## src/rtl/cpu_pkg.sv

```systemverilog
// Shared core constants: instruction encodings used by fetch and decode stages.
package cpu_pkg;

    localparam int unsigned INSTR_W    = 32;
    localparam int unsigned REG_ADDR_W = 5;

    localparam logic [INSTR_W-1:0]    NOP_INSTR = 32'hD503201F;
    localparam logic [10:0]           STUR_OP   = 11'b11111000000;
    localparam logic [7:0]            CBZ_OP    = 8'b10110100;
    localparam logic [REG_ADDR_W-1:0] XZR       = 5'd31;

endpackage

```

## src/rtl/if_id_stage_if.sv

```systemverilog
// Fetch-stage bus: instruction memory, hazard/branch controls and IF/ID outputs.
interface if_id_stage_if
    import cpu_pkg::*;
#(
    parameter int unsigned PC_W = 64
);
    logic                  stall;
    logic                  br_taken;
    logic [PC_W-1:0]       br_target;
    logic [INSTR_W-1:0]    imem_instr;
    logic [PC_W-1:0]       imem_addr;
    logic [PC_W-1:0]       if_id_pc;
    logic [INSTR_W-1:0]    if_id_instr;
    logic                  if_id_valid;
    logic [REG_ADDR_W-1:0] if_id_rs1;
    logic [REG_ADDR_W-1:0] if_id_rs2;

    modport master (
        input  stall, br_taken, br_target, imem_instr,
        output imem_addr, if_id_pc, if_id_instr, if_id_valid, if_id_rs1, if_id_rs2
    );

    modport slave (
        output stall, br_taken, br_target, imem_instr,
        input  imem_addr, if_id_pc, if_id_instr, if_id_valid, if_id_rs1, if_id_rs2
    );
endinterface

```

## src/rtl/reg_field_decode.sv

```systemverilog
// Source-register extraction (Reg2Loc-aware); a bubble reads XZR on both ports.
module reg_field_decode
    import cpu_pkg::*;
(
    input  logic [INSTR_W-1:0]    instr,
    input  logic                  valid,
    output logic [REG_ADDR_W-1:0] rs1,
    output logic [REG_ADDR_W-1:0] rs2
);
    logic unused_bits;
    assign unused_bits = ^instr[15:10];

    always_comb begin
        rs1 = instr[9:5];
        rs2 = instr[20:16];
        // Stores and CBZ carry their second source in the Rt field
        if ((instr[31:21] == STUR_OP) || (instr[31:24] == CBZ_OP)) begin
            rs2 = instr[4:0];
        end
        if (!valid) begin
            rs1 = XZR;
            rs2 = XZR;
        end
    end
endmodule

```

## src/rtl/if_id_stage.sv

```systemverilog
// Fetch stage and IF/ID register: PC ownership, stall hold, branch flush.
// Optional perf counters enabled by defining IF_STAGE_PERF_EN.
module if_id_stage
    import cpu_pkg::*;
#(
    parameter int unsigned     PC_W     = 64,
    parameter logic [PC_W-1:0] RESET_PC = '0,
    parameter int unsigned     CNT_W    = 32
) (
    input  logic              clk,
    input  logic              reset,
    if_id_stage_if.master     bus
`ifdef IF_STAGE_PERF_EN
    ,
    output logic [CNT_W-1:0]  stall_cnt,
    output logic [CNT_W-1:0]  flush_cnt
`endif
);
    logic [PC_W-1:0]    pc_q, pc_d;
    logic [PC_W-1:0]    if_id_pc_q, if_id_pc_d;
    logic [INSTR_W-1:0] if_id_instr_q, if_id_instr_d;
    logic               if_id_valid_q, if_id_valid_d;

    // Flush outranks stall: the branch is older than the stalled load-use pair
    always_comb begin
        pc_d          = pc_q;
        if_id_pc_d    = if_id_pc_q;
        if_id_instr_d = if_id_instr_q;
        if_id_valid_d = if_id_valid_q;
        if (bus.br_taken) begin
            pc_d          = bus.br_target;
            if_id_pc_d    = '0;
            if_id_instr_d = NOP_INSTR;
            if_id_valid_d = 1'b0;
        end else if (!bus.stall) begin
            pc_d          = pc_q + PC_W'(4);
            if_id_pc_d    = pc_q;
            if_id_instr_d = bus.imem_instr;
            if_id_valid_d = 1'b1;
        end
    end

    always_ff @(posedge clk) begin
        if (reset) begin
            pc_q          <= RESET_PC;
            if_id_pc_q    <= '0;
            if_id_instr_q <= NOP_INSTR;
            if_id_valid_q <= 1'b0;
        end else begin
            pc_q          <= pc_d;
            if_id_pc_q    <= if_id_pc_d;
            if_id_instr_q <= if_id_instr_d;
            if_id_valid_q <= if_id_valid_d;
        end
    end

    assign bus.imem_addr   = pc_q;
    assign bus.if_id_pc    = if_id_pc_q;
    assign bus.if_id_instr = if_id_instr_q;
    assign bus.if_id_valid = if_id_valid_q;

    reg_field_decode u_decode (
        .instr (if_id_instr_q),
        .valid (if_id_valid_q),
        .rs1   (bus.if_id_rs1),
        .rs2   (bus.if_id_rs2)
    );

`ifdef IF_STAGE_PERF_EN
    logic [CNT_W-1:0] stall_cnt_q, stall_cnt_d;
    logic [CNT_W-1:0] flush_cnt_q, flush_cnt_d;

    // Saturating event counters; only reset clears them
    always_comb begin
        stall_cnt_d = stall_cnt_q;
        flush_cnt_d = flush_cnt_q;
        if (bus.stall && !bus.br_taken && (stall_cnt_q != '1)) begin
            stall_cnt_d = stall_cnt_q + CNT_W'(1);
        end
        if (bus.br_taken && (flush_cnt_q != '1)) begin
            flush_cnt_d = flush_cnt_q + CNT_W'(1);
        end
    end

    always_ff @(posedge clk) begin
        if (reset) begin
            stall_cnt_q <= '0;
            flush_cnt_q <= '0;
        end else begin
            stall_cnt_q <= stall_cnt_d;
            flush_cnt_q <= flush_cnt_d;
        end
    end

    assign stall_cnt = stall_cnt_q;
    assign flush_cnt = flush_cnt_q;
`endif
endmodule

```

## src/flat_wrapper.sv

```systemverilog
// flat-port wrapper written by rule: the top's interface ports become plain ports
module if_id_stage_flat import cpu_pkg::*;
#(
    parameter int unsigned     PC_W     = 64,
    parameter logic [PC_W-1:0] RESET_PC = '0,
    parameter int unsigned     CNT_W    = 32
)
  (clk, reset, bus_stall, bus_br_taken, bus_br_target, bus_imem_instr, bus_imem_addr, bus_if_id_pc, bus_if_id_instr, bus_if_id_valid, bus_if_id_rs1, bus_if_id_rs2);
  if_id_stage_if #(.PC_W(PC_W)) bus_i ();
  input  logic clk;
  input  logic reset;
  input wire logic [$bits(bus_i.stall)-1:0] bus_stall;
  input wire logic [$bits(bus_i.br_taken)-1:0] bus_br_taken;
  input wire logic [$bits(bus_i.br_target)-1:0] bus_br_target;
  input wire logic [$bits(bus_i.imem_instr)-1:0] bus_imem_instr;
  output wire logic [$bits(bus_i.imem_addr)-1:0] bus_imem_addr;
  output wire logic [$bits(bus_i.if_id_pc)-1:0] bus_if_id_pc;
  output wire logic [$bits(bus_i.if_id_instr)-1:0] bus_if_id_instr;
  output wire logic [$bits(bus_i.if_id_valid)-1:0] bus_if_id_valid;
  output wire logic [$bits(bus_i.if_id_rs1)-1:0] bus_if_id_rs1;
  output wire logic [$bits(bus_i.if_id_rs2)-1:0] bus_if_id_rs2;
  assign bus_i.stall = bus_stall;
  assign bus_i.br_taken = bus_br_taken;
  assign bus_i.br_target = bus_br_target;
  assign bus_i.imem_instr = bus_imem_instr;
  assign bus_imem_addr = bus_i.imem_addr;
  assign bus_if_id_pc = bus_i.if_id_pc;
  assign bus_if_id_instr = bus_i.if_id_instr;
  assign bus_if_id_valid = bus_i.if_id_valid;
  assign bus_if_id_rs1 = bus_i.if_id_rs1;
  assign bus_if_id_rs2 = bus_i.if_id_rs2;
  if_id_stage #(.PC_W(PC_W), .RESET_PC(RESET_PC), .CNT_W(CNT_W)) u_core (.clk(clk), .reset(reset), .bus(bus_i));
endmodule
```

## config.mk

```make
export PLATFORM = sky130hd
export DESIGN_NAME = if_id_stage_flat
export DESIGN_NICKNAME = d
export VERILOG_FILES = /design/src/rtl/cpu_pkg.sv /design/src/rtl/if_id_stage_if.sv /design/src/rtl/reg_field_decode.sv /design/src/rtl/if_id_stage.sv /design/src/flat_wrapper.sv
export SDC_FILE = /design/constraint.sdc
export NUM_CORES = 1
export LEC_CHECK = 0
export CORE_ASPECT_RATIO = 0.75
export CORE_UTILIZATION = 46
export CTS_BUF_LIST = sky130_fd_sc_hd__clkbuf_2 sky130_fd_sc_hd__clkbuf_4 sky130_fd_sc_hd__clkbuf_8
export DETAILED_ROUTE_END_ITERATION = 10
export PLACE_DENSITY = 0.87
export SYNTH_ARGS = -nofsm -noshare
export SYNTH_HDL_FRONTEND = slang
export SYNTH_HIERARCHICAL = 1
export SYNTH_SLANG_ARGS = --single-unit
```

## constraint.sdc

```tcl
create_clock -name clk -period 3.3 [get_ports clk]
set_input_delay 0.495 -clock clk [delete_from_list [all_inputs] [get_ports clk]]
set_output_delay 0.495 -clock clk [all_outputs]
set_load 0.005 [all_outputs]
```

; After elaboration in Yosys (flattened, before gate mapping)
; Cells that the tools add are included.
[totals]
reg_bits = 161
input_bits = 100
output_inout_bits = 171
wordCells = 15
[op_classes]
add_sub_neg = 1
n_eq_ne = 3
n_mux = 5
n_reduce_logical = 2
[ops]
columns = cell, n
row1 = 64-bit two-way mux, 2
row2 = "64-bit by 3-bit adder with 64-bit output, second input constant", 1
row3 = 5-bit two-way mux, 3
row4 = "11-bit == test, second input constant", 1
row5 = "8-bit == test, second input constant", 1
row6 = "2-bit by 1-bit inequality test with 1-bit output, second input constant", 1
row7 = 2-bit OR reduction, 1
row8 = 1-bit logical OR, 1

; Logic depth before layout (Yosys ltp)
; Gate-level depths: netlist of the first run.
[depth]
ltp_word = 4
mapped_depth = 7
depth_no_buf = 6

; Cells and area by module
; The synthesis of the first run kept the hierarchy.
[modules_own_cells]
columns = mod, instances, cells_each, area_per_inst_um2, seq_area_each_um2
row1 = if_id_stage, 1, 802, 7214.4, 3223.1
row2 = reg_field_decode, 1, 26, 180.2, 0.0

; Worst setup path after synthesis of the first run
; Ideal clock, no wire load.
[synth_path]
path_kind = reg2reg
start = reg u_core.pc_q[7] (netlist: u_core/bus.imem_addr[7])
end = reg u_core.pc_q[62] (netlist: u_core/bus.imem_addr[62])
setup_ns = 0.091
arrival_ns = 2.252
required_ns = 3.209
slack_ns = 0.957
stages_incl_launch_ff = 7
path_cell_list = dfxtp_1 -> nand3_2 -> or4_1 -> or4_1 -> buf_2 -> or4_1 -> a311oi_1
[synth_between]
elab_chain_cells = 3
[synth_lines]
columns = item, line_no
row1 = start: declaration, if_id_stage.sv:19  ; logic [PC_W-1:0] pc_q, pc_d;
row2 = start signal: assignment, if_id_stage.sv:50  ; pc_q <= pc_d;
row3 = 64-bit by 3-bit adder with 64-bit output, if_id_stage.sv:36  ; pc_d = pc_q + PC_W'(4);
row4 = 64-bit two-way mux, if_id_stage.sv:35  ; end else if (!bus.stall) begin
row5 = 64-bit two-way mux, if_id_stage.sv:30  ; if (bus.br_taken) begin
; No other way between the ends. The select of a mux whose other input is x is not followed.
; A chain may end at the register's enable or synchronous reset.

; Worst setup path in the final report of the first run
[layout_path]
start = reg u_core.if_id_instr_q[26] (netlist: u_core/bus.if_id_instr[26])
end = out bus_if_id_rs2[4]
[layout_between]
elab_chain_cells = 4
elab_cells_between_ends = 5
[layout_lines]
columns = item, line_no
row1 = start: declaration, if_id_stage.sv:21  ; logic [INSTR_W-1:0] if_id_instr_q, if_id_instr_d;
row2 = start signal: assignment, if_id_stage.sv:52  ; if_id_instr_q <= if_id_instr_d;
row3 = 11-bit == test or 8-bit == test (tied branches), reg_field_decode.sv:17  ; if ((instr[31:21] == STUR_OP) || (instr[31:24] == CBZ_OP)) begin
row4 = 1-bit logical OR (*), reg_field_decode.sv:17
row5 = 5-bit two-way mux (*), reg_field_decode.sv:17
row6 = 5-bit two-way mux (*), reg_field_decode.sv:20  ; if (!valid) begin
row7 = end: declaration, flat_wrapper.sv:21  ; output wire logic [$bits(bus_i.if_id_rs2)-1:0] bus_if_id_rs2;
; Every way passes the cells marked *; elsewhere a longest branch is shown, timed or not.

==> results of run 1 <==
worst register-to-register path, delay by kind of cell, from the launching register on:
| kind | cells | cell delay [ns] |
|---|---|---|
| AND/OR/NAND/NOR | 4 | 1.82 |
| flip-flops | 1 | 0.49 |
| AO/OA/AOI/OAI | 1 | 0.26 |
through the flow:
stage | setup slack, ns | utilization, %
3_5_place_dp | 0.707 | 66.1
3_3_place_gp | 0.741 | 66.1
4_1_cts | 0.356 | 68.7
5_1_grt | 0.185 | 68.7
2_1_floorplan | 0.957 | -
6_report | 0.368 | 68.7
routing by layer:
metal | routed length (µm) | vias up
li1 | - | 3467
met5 | 0 | -
met4 | 456 | 0
met1 | 10500 | 3429
met3 | 2210 | 39
met2 | 10400 | 359
logic make-up after synthesis:
kind of cell               count (synthesis)  share of synthesized area (%)
AOI/OAI and AO/OA                         95                           9.46
xor gates and xnor gates                  38                           4.50
adders and majority gates                  1                          0.169
buffers and inverters                     73                           3.72
DFF                                      161                           43.6
muxes                                     99                           13.4
and+or+nand+nor                          361                           25.2
state kept, by name, summed over array words and instances (netlist names):
register and count:
u_core/bus.if_id_instr 32, u_core/bus.if_id_pc 64, u_core/bus.if_id_valid 1, u_core/bus.imem_addr 64
cell type report:
| class | count | area share, % |
|---|---|---|
| Clock buffer | 19 | 2.46 |
| Inverter | 17 | 0.601 |
| Clock inverter | 13 | 1.27 |
| Tap cell | 205 | 2.42 |
| Timing Repair Buffer | 280 | 26.2 |
| Sequential cell | 161 | 30.3 |
| Multi-Input combinational cell | 594 | 36.7 |
Yosys cell counts (2+ instances only):
cell,number
dfxtp_1,161
nand2_1,50
a21oi_1,11
or4_1,11
o31ai_1,6
nor4b_1,2
and4_1,11
nand3b_1,3
inv_1,16
nand4_1,21
nand3_1,25
and2_1,6
or4b_2,2
o211a_1,2
or3_2,2
and4b_1,2
o311ai_1,3
nor2_1,146
and3_1,13
nand2b_1,5
or3b_1,2
nor3_1,15
nor3b_1,2
buf_1,12
or3_1,10
nand4b_1,2
nor4_2,2
a211oi_1,37
nor4_1,19
a311oi_1,11
o21ai_0,11
mux2i_1,99
xor2_1,10
clkbuf_1,43
xnor2_1,28
a2111oi_0,8
power by group:
group | leakage (µW) | internal, µW | switching [µW] | total (µW)
Clock | 0.000202 | 710 | 752 | 1460
Combinational | 0.00240 | 369 | 246 | 615
Sequential | 0.00132 | 2020 | 121 | 2150
Total | 0.00392 | 3100 | 1120 | 4220
final timing paths:
check / endpoint / slack, ns / cells after the start
max: bus_if_id_rs2[4] / 0.37 / 5
min: u_core/bus.if_id_pc[13] / 0.32 / 3
max reg2reg: u_core/bus.imem_addr[58] / 0.64 / 5
min reg2reg: u_core/bus.if_id_pc[4] / 0.50 / 2
==> flow_summary.ini, run 1 <==
[status]
status = finished, final reports clean

[route]
route.detailed.drc = 0
post_drt_wl_per_cell_um = 18.3
vias = 7294
dr.pass1.iters = 7
viasPerCell = 5.66
totalWireLength_mm = 23.6
ant_nets = 0
drt_iter0_markers = 613

[timing]
finalSetupViolations = 0
finalCritPeriodShare_pct = 88.8
slew_headroom_pct = 28.6
fin_tns_setup_ns = 0
hold_viol = 0
finalCriticalPeriod_ns = 2.93
max_freq_mhz = 341
slew_violations = 0
worstMarginPinSlew_ns = 1.07
hold_ws_ns = 0.321
fin_worst_skew_ns = 0.0125
rsz0062_at_grt = false

[setup_path]
required_ns = 2.80
cp_max_fo = 10
cp.arrival_ns = 2.44
cp-startpoint = u_core/bus.if_id_instr[26]
path_buf_inv = 1
slowest_stage = clkdlybuf4s50_1
critPathTopFamily = compound AO/OA/AOI/OAI gates
worstPathCellList = and4bb_1 > a22oi_2 > o21ai_0 > o311ai_1 > clkdlybuf4s50_1
r2r-start = u_core/bus.imem_addr[7]
critPathLaunchType = register
crit_type = reg -> out
crit_path_max_incr_delay_ns = 0.55
end_kind = output port

[place]
hpwl_mm = 17.2
gp_congestion = 0.867
port_buffers = 270
place_inst = 1257
place_area_mm2 = 0.0102

[power]
power.density_mw_per_mm2 = 398
power_leakage_uw = 0.00392
power_uw = 4220
irDropWorstVdd_mv = 0.301

[synth]
yosysUniqueCellTypes = 55
synth_top_area_share_pct = 43.6
synth_largest_area_cell = dfxtp_1
ys_seq_area_share_pct = 43.6
ys.flop_type = dfxtp_1
ys_seq_elements = 161
synth_cells = 828
async_flop_share_pct = 0
ys_top_cells_by_area = dfxtp_1, mux2i_1, nor2_1
yosys_warnings = 6
avgSynthCellArea_um2 = 8.93
syn_area_mm2 = 0.00739
synth_edf_count = 0
syn_nets = 929

[finish]
mostFrequentLayoutCell = clkdlybuf4s50_1
final_cells = 1289
drive_gt1_share_pct = 5.63
syn_to_final_growth_pct = 43.6
final_cell_mix = clkdlybuf4s50_1, dfxtp_1, nor2_1, mux2i_1, nand2_1
n_fill_cell = 1246
regArea_mm2 = 0.00322
final_area_mm2 = 0.0106
multi_input_area_mm2 = 0.00390
finalNetCount = 1172
n_antenna_cell = 0

[clock_network]
cts_tree = built
ctsRootBufferMaster = clkbuf_8
cts_made_buffers = 17
cts_resized = 0
clock_latency_ns = 0.46
cts_buffer_depth = 2
postCtsSetupBuffers = 0
cts_sinks = 161
postCtsHoldBufs = 0
clk_pin_slew_ns = 0.09
cts_htree_levels = 4

[floorplanning]
die-area_mm2 = 0.0166
start_util_pct = 47.8
die_x_um = 148
ios = 271
coreArea_mm2 = 0.0155
row_count = 39
dieHeight_um = 112

[grt]
grtUsageMet3_pct = 7.62
grt_util_met2_pct = 43.4
grtUsageTotal_pct = 28.5
met1_usage_pct = 38.8
grt_pass1_wl_mm = 37.0
antenna_found_initial = 0
grt-busiest-layer = met2
grt-ovfl-total = 0
grt_pass1_vias = 6809
grt_max_degree = 60

[flow_run]
cap_viol_max_count = 0

[hold_path]
hp-class = in -> reg
min_from = bus_stall
No activity file was read; power rests on OpenSTA's default activity.
==> run 2: changes to the inputs <==
- CELL_PAD_IN_SITES_DETAIL_PLACEMENT: default -> 0
- CELL_PAD_IN_SITES_GLOBAL_PLACEMENT: default -> 1
- CORE_ASPECT_RATIO: 0.75 -> 2
- CORE_UTILIZATION: 46 -> 34
- PLACE_DENSITY: 0.87 -> 0.88
==> run 2 against run 1 <==
Against the previous run: combinational power grew 3.4%; maximum frequency grew 1.2%; global-route usage shrank 5.9 points; via count shrank 1.5%; critical endpoint is now bus_if_id_rs2[2].
==> flow_summary.ini, run 2 (synthesis gave the netlist of run 1 again) <==
[grt]
grt_pass1_vias = 7196
grt_pass1_wl_mm = 38.4
grt-ovfl-total = 0
grt_max_degree = 57
antenna_found_initial = 1
grtUsageTotal_pct = 22.6

[setup_path]
timing.rr.end = u_core/bus.imem_addr[62]
cp_max_fo = 10
end_kind = output port
crit_type = reg -> out
rrSetupSlack_ns = 0.67
required_ns = 2.80
slowest_stage = clkdlybuf4s50_1
crit_path_max_incr_delay_ns = 0.56
r2r-start = u_core/bus.imem_addr[11]
cp.arrival_ns = 2.40
critPathLaunchType = register
worstPathCellList = and4bb_1 > a22oi_2 > o21ai_0 > o311ai_1 > clkdlybuf4s50_1
r2r_cells = 5

[hold_path]
min_from = reset
hold-path-endpoint = u_core/bus.imem_addr[56]
hp-class = in -> reg
hold_depth = 4

[timing]
finalSetupViolations = 0
slew_violations = 0
finalCriticalPeriod_ns = 2.90
finalCritPeriodShare_pct = 87.8
max_freq_mhz = 345
fin_worst_skew_ns = 0.00867
fin_tns_setup_ns = 0
rsz0062_at_grt = false
hold_viol = 0
slew_headroom_pct = 35.6
worstMarginPinSlew_ns = 0.966

[floorplanning]
die_x_um = 106
ios = 271
start_util_pct = 34.6
row_count = 76
dieHeight_um = 211
coreArea_mm2 = 0.0214
die-area_mm2 = 0.0224

[place]
gp_congestion = 0.831
place_inst = 1337
place_area_mm2 = 0.0104
port_buffers = 270
hpwl_mm = 18.9

[route]
ant_nets = 0
vias = 7181
drt_iter0_markers = 301
route.detailed.drc = 0
totalWireLength_mm = 25.2
dr.pass1.iters = 5
post_drt_wl_per_cell_um = 18.4
viasPerCell = 5.25

[finish]
final_cells = 1369
mostFrequentLayoutCell = clkdlybuf4s50_1
regArea_mm2 = 0.00322
multi_input_area_mm2 = 0.00390
drive_gt1_share_pct = 6.58
final_cell_mix = clkdlybuf4s50_1, dfxtp_1, nor2_1, mux2i_1, nand2_1
finalNetCount = 1184
n_fill_cell = 2099
final_area_mm2 = 0.0109
syn_to_final_growth_pct = 47.1

[flow_run]
cap_viol_max_count = 0

[power]
irDropWorstVdd_mv = 0.235
clock_power_share_pct = 38.8
comb_power_share_pct = 14.0
p_switching_uw = 1110
power_leakage_uw = 0.00401
cell_internal_pwr_uw = 3420
power.density_mw_per_mm2 = 416
seqPwrFrac_pct = 47.1
power.share.switching_pct = 24.5

[clock_network]
cts_made_buffers = 17
cts_resized = 0
cts_sinks = 161
clock_latency_ns = 0.46
postCtsHoldBufs = 0
postCtsSetupBuffers = 0
clk_pin_slew_ns = 0.08
cts_tree = built
cts_buffer_depth = 2
cts_htree_levels = 4
ctsRootBufferMaster = clkbuf_8

[status]
status = finished, final reports clean
-- run 2: cell count changes in the layout (fill, tap and decap cells not counted) --
cell | previous run | this run
diode_2 | 0 | 1
clkinv_4 | 3 | 0
inv_6 | 1 | 0
clkbuf_8 | 19 | 18
bufinv_16 | 2 | 6
clkinvlp_4 | 2 | 3
clkbuf_4 | 0 | 3
buf_4 | 9 | 21
clkinv_2 | 5 | 1
-- run 2: per-layer routing --
metal | GRT usage (%) | wire length, µm | up-vias
li1 | - | - | 3476
met1 | 21.9 | 9030 | 3382
met2 | 42.5 | 13600 | 256
met3 | 4.36 | 1240 | 67
met4 | 14.2 | 1300 | 0
met5 | 0 | 0 | -
-- run 2: critical path, delay by kind of cell (launching register included) --
| kind | cells | cell delay, ns |
|---|---|---|
| buffers and inverters | 1 | 0.56 |
| and+or+nand+nor | 1 | 0.24 |
| AOI/OAI and AO/OA | 3 | 0.76 |
| DFF | 1 | 0.39 |
-- run 2: how the worst max path moves through the flow --
| stage | start | end | slack, ns | depth (start not counted) |
|---|---|---|---|---|
| finish | u_core/bus.if_id_instr[26] | bus_if_id_rs2[2] | 0.40 | 5 |
| global route | u_core/bus.if_id_instr[26] | bus_if_id_rs2[4] | 0.18 | 5 |
| CTS | u_core/bus.if_id_instr[26] | bus_if_id_rs2[2] | 0.35 | 5 |
| detailed placement | bus_stall | u_core/bus.if_id_instr[10] | 0.69 | 5 |
| global placement | bus_stall | u_core/bus.if_id_instr[31] | 0.72 | 5 |
| floorplan | u_core/bus.imem_addr[7] | u_core/bus.imem_addr[62] | 0.96 | 6 |
-- run 2: area by class of cell --
| class | instances | area share [%] |
|---|---|---|
| Multi-Input combinational cell | 594 | 35.8 |
| Sequential cell | 161 | 29.6 |
| Timing Repair Buffer | 292 | 26.4 |
| Tap cell | 273 | 3.14 |
| Clock buffer | 21 | 2.48 |
| Clock inverter | 10 | 1.91 |
| Inverter | 17 | 0.587 |
| Antenna cell | 1 | 0.0230 |
-- run 2: power groups by stage --
stage	Clock, µW	Combinational, µW	Sequential [µW]
after detailed placement	0	638	2180
after global routing	1880	688	2150
after floorplan	0	253	2160
final	1760	636	2140
after CTS	1810	642	2140
after global placement	0	633	2180
-- run 2: through the flow --
step / hold slack (ns) / total power, µW / utilization [%] / setup WS, ns
floorplan: 0.470 / 2420 / - / 0.957
global placement: 0.454 / 2810 / 48.6 / 0.724
detailed placement: 0.471 / 2820 / 48.6 / 0.685
CTS: 0.394 / 4580 / 50.8 / 0.355
global route: 0.398 / 4720 / 50.8 / 0.180
finish: 0.423 / 4530 / 50.8 / 0.403
==> RTL change: new RTL, settings of run 1 <==
`PC_W` is set to 64 in 3 places; all go to 128.
--- a/src/rtl/if_id_stage_if.sv
+++ b/src/rtl/if_id_stage_if.sv
@@ -2,7 +2,7 @@
 interface if_id_stage_if
     import cpu_pkg::*;
 #(
-    parameter int unsigned PC_W = 64
+    parameter int unsigned PC_W = 128
 );
     logic                  stall;
     logic                  br_taken;
--- a/src/rtl/if_id_stage.sv
+++ b/src/rtl/if_id_stage.sv
@@ -3,7 +3,7 @@
 module if_id_stage
     import cpu_pkg::*;
 #(
-    parameter int unsigned     PC_W     = 64,
+    parameter int unsigned     PC_W     = 128,
     parameter logic [PC_W-1:0] RESET_PC = '0,
     parameter int unsigned     CNT_W    = 32
 ) (
--- a/src/flat_wrapper.sv
+++ b/src/flat_wrapper.sv
@@ -1,7 +1,7 @@
 // flat-port wrapper written by rule: the top's interface ports become plain ports
 module if_id_stage_flat import cpu_pkg::*;
 #(
-    parameter int unsigned     PC_W     = 64,
+    parameter int unsigned     PC_W     = 128,
     parameter logic [PC_W-1:0] RESET_PC = '0,
     parameter int unsigned     CNT_W    = 32
 )
Interface: changed (resized bus_br_target, bus_if_id_pc and bus_imem_addr); port bits go from 271 to 463. The function was not compared with the original's and may differ.
==> RTL change against run 1 <==
- sequential power is 80% higher
- critical endpoint is now u_core/bus.imem_addr[126]
- combinational power increased by 97%
- final area increased by 96%
- highest routed layer unchanged
- total power increased by 100%
- synthesized area increased by 97%
- setup slack worse by 0.18 ns
- routed wire length grew to 2.6 times the old value
- critical path depth is 1 higher
- synthesized cell count up 99%
- count of clock-buffer cells in the layout increased by 55
- sequential cell count is 128 higher
==> RTL change: results (changes against run 1) <==
INFO  metric status = finished clean (unchanged)
INFO  metric number_of_global_route_vias_before_repair = 14500 (was 6809)
INFO  metric worstReg2RegStart = u_core/bus.imem_addr[20] (was u_core/bus.imem_addr[7])
INFO  metric setup_slack = 0.186 ns (was 0.368 ns)
INFO  metric whs = 0.309 ns (was 0.321 ns)
INFO  metric met1Wirelength = 26300 um (was 10500 um)
INFO  metric dpl-instance-area = 19800 sq um (was 10200 sq um)
INFO  metric synth_nets = 1814 (was 929)
INFO  metric drt_first_iter_violations = 1569 (was 613)
INFO  metric rr_worst_depth = 6 (was 5)
INFO  metric insertion_delay = 0.61 ns (was 0.46 ns)
INFO  metric synth.top_cells.by_area = sky130_fd_sc_hd__dfxtp_1 (40%), sky130_fd_sc_hd__mux2i_1 (12%), sky130_fd_sc_hd__nor2_1 (7.3%), sky130_fd_sc_hd__xnor2_1 (5.3%), sky130_fd_sc_hd__nand4_1 (3.3%) (was sky130_fd_sc_hd__dfxtp_1 (44%), sky130_fd_sc_hd__mux2i_1 (13%), sky130_fd_sc_hd__nor2_1 (7.4%), sky130_fd_sc_hd__a211oi_1 (3.8%), sky130_fd_sc_hd__xnor2_1 (3.3%))
INFO  metric gr-usage-met3 = 0.0817 (was 0.0762)
INFO  metric power_frac_seq = 0.454 (was 0.508)
INFO  metric finalClockSkew = 0.0316 ns (was 0.0125 ns)
INFO  metric tritoncts.num_buffers = 46 (was 17)
INFO  metric synth.top_cells.by_count = sky130_fd_sc_hd__dfxtp_1 (289), sky130_fd_sc_hd__nor2_1 (283), sky130_fd_sc_hd__mux2i_1 (170) (was sky130_fd_sc_hd__dfxtp_1 (161), sky130_fd_sc_hd__nor2_1 (146), sky130_fd_sc_hd__mux2i_1 (99))
INFO  metric placement.io_buffers = 462 (was 270)
INFO  metric clkTransAtPathRegs = 0.07 ns (was 0.09 ns)
INFO  metric grt_start_max_net_pins = 124 (was 60)
INFO  metric antenna_violations_before_repair = 1 (was 0)
INFO  metric routed_via_density = 5.99 (was 5.66)
INFO  metric critPathMaxFanout = 7 (was 10)
INFO  metric met2_track_usage_gr = 0.566 (was 0.434)
INFO  metric cp_top_family = simple AND/OR/NAND/NOR gates (was compound AO/OA/AOI/OAI gates)
INFO  metric power.switching = 2.29 mW (was 1.12 mW)
INFO  metric detailed_place_hpwl = 43900 um (was 17200 um)
INFO  metric met2WireLength = 27400 um (was 10400 um)
INFO  metric grt.met1_usage = 0.485 (was 0.388)
INFO  metric grt_first_pass_wirelength = 89500 um (was 37000 um)
RTL change: worst reg2reg max path, delay by kind of cell, from the launching register on:
family           cells  cell delay, ns
flip-flops           1            0.48
AND/OR/NAND/NOR      4            2.19
XOR/XNOR             1            0.20
AO/OA/AOI/OAI        1            0.08
RTL change: cell type report:
type,count,area (sq um)
fill,2450,10400
multi-input combinational,1233,8220
sequential,289,5790
timing repair buffer,534,5200
clock buffer,74,950
tap,406,508
inverter,21,83.8
clock inverter,9,75.1
antenna,1,2.50
RTL change: cell families (layout without fill, tap and decap cells):
kind of cell    Yosys count  after routing  share of synthesized area
other cells               0              1                          0
mux                     170            170                      0.117
fa+ha+maj                 1              1                   0.000857
buf+inv                 127            638                     0.0415
compound gates          173            173                     0.0763
xor+xnor                109            109                     0.0654
simple gates            780            780                      0.303
flops                   289            289                      0.396
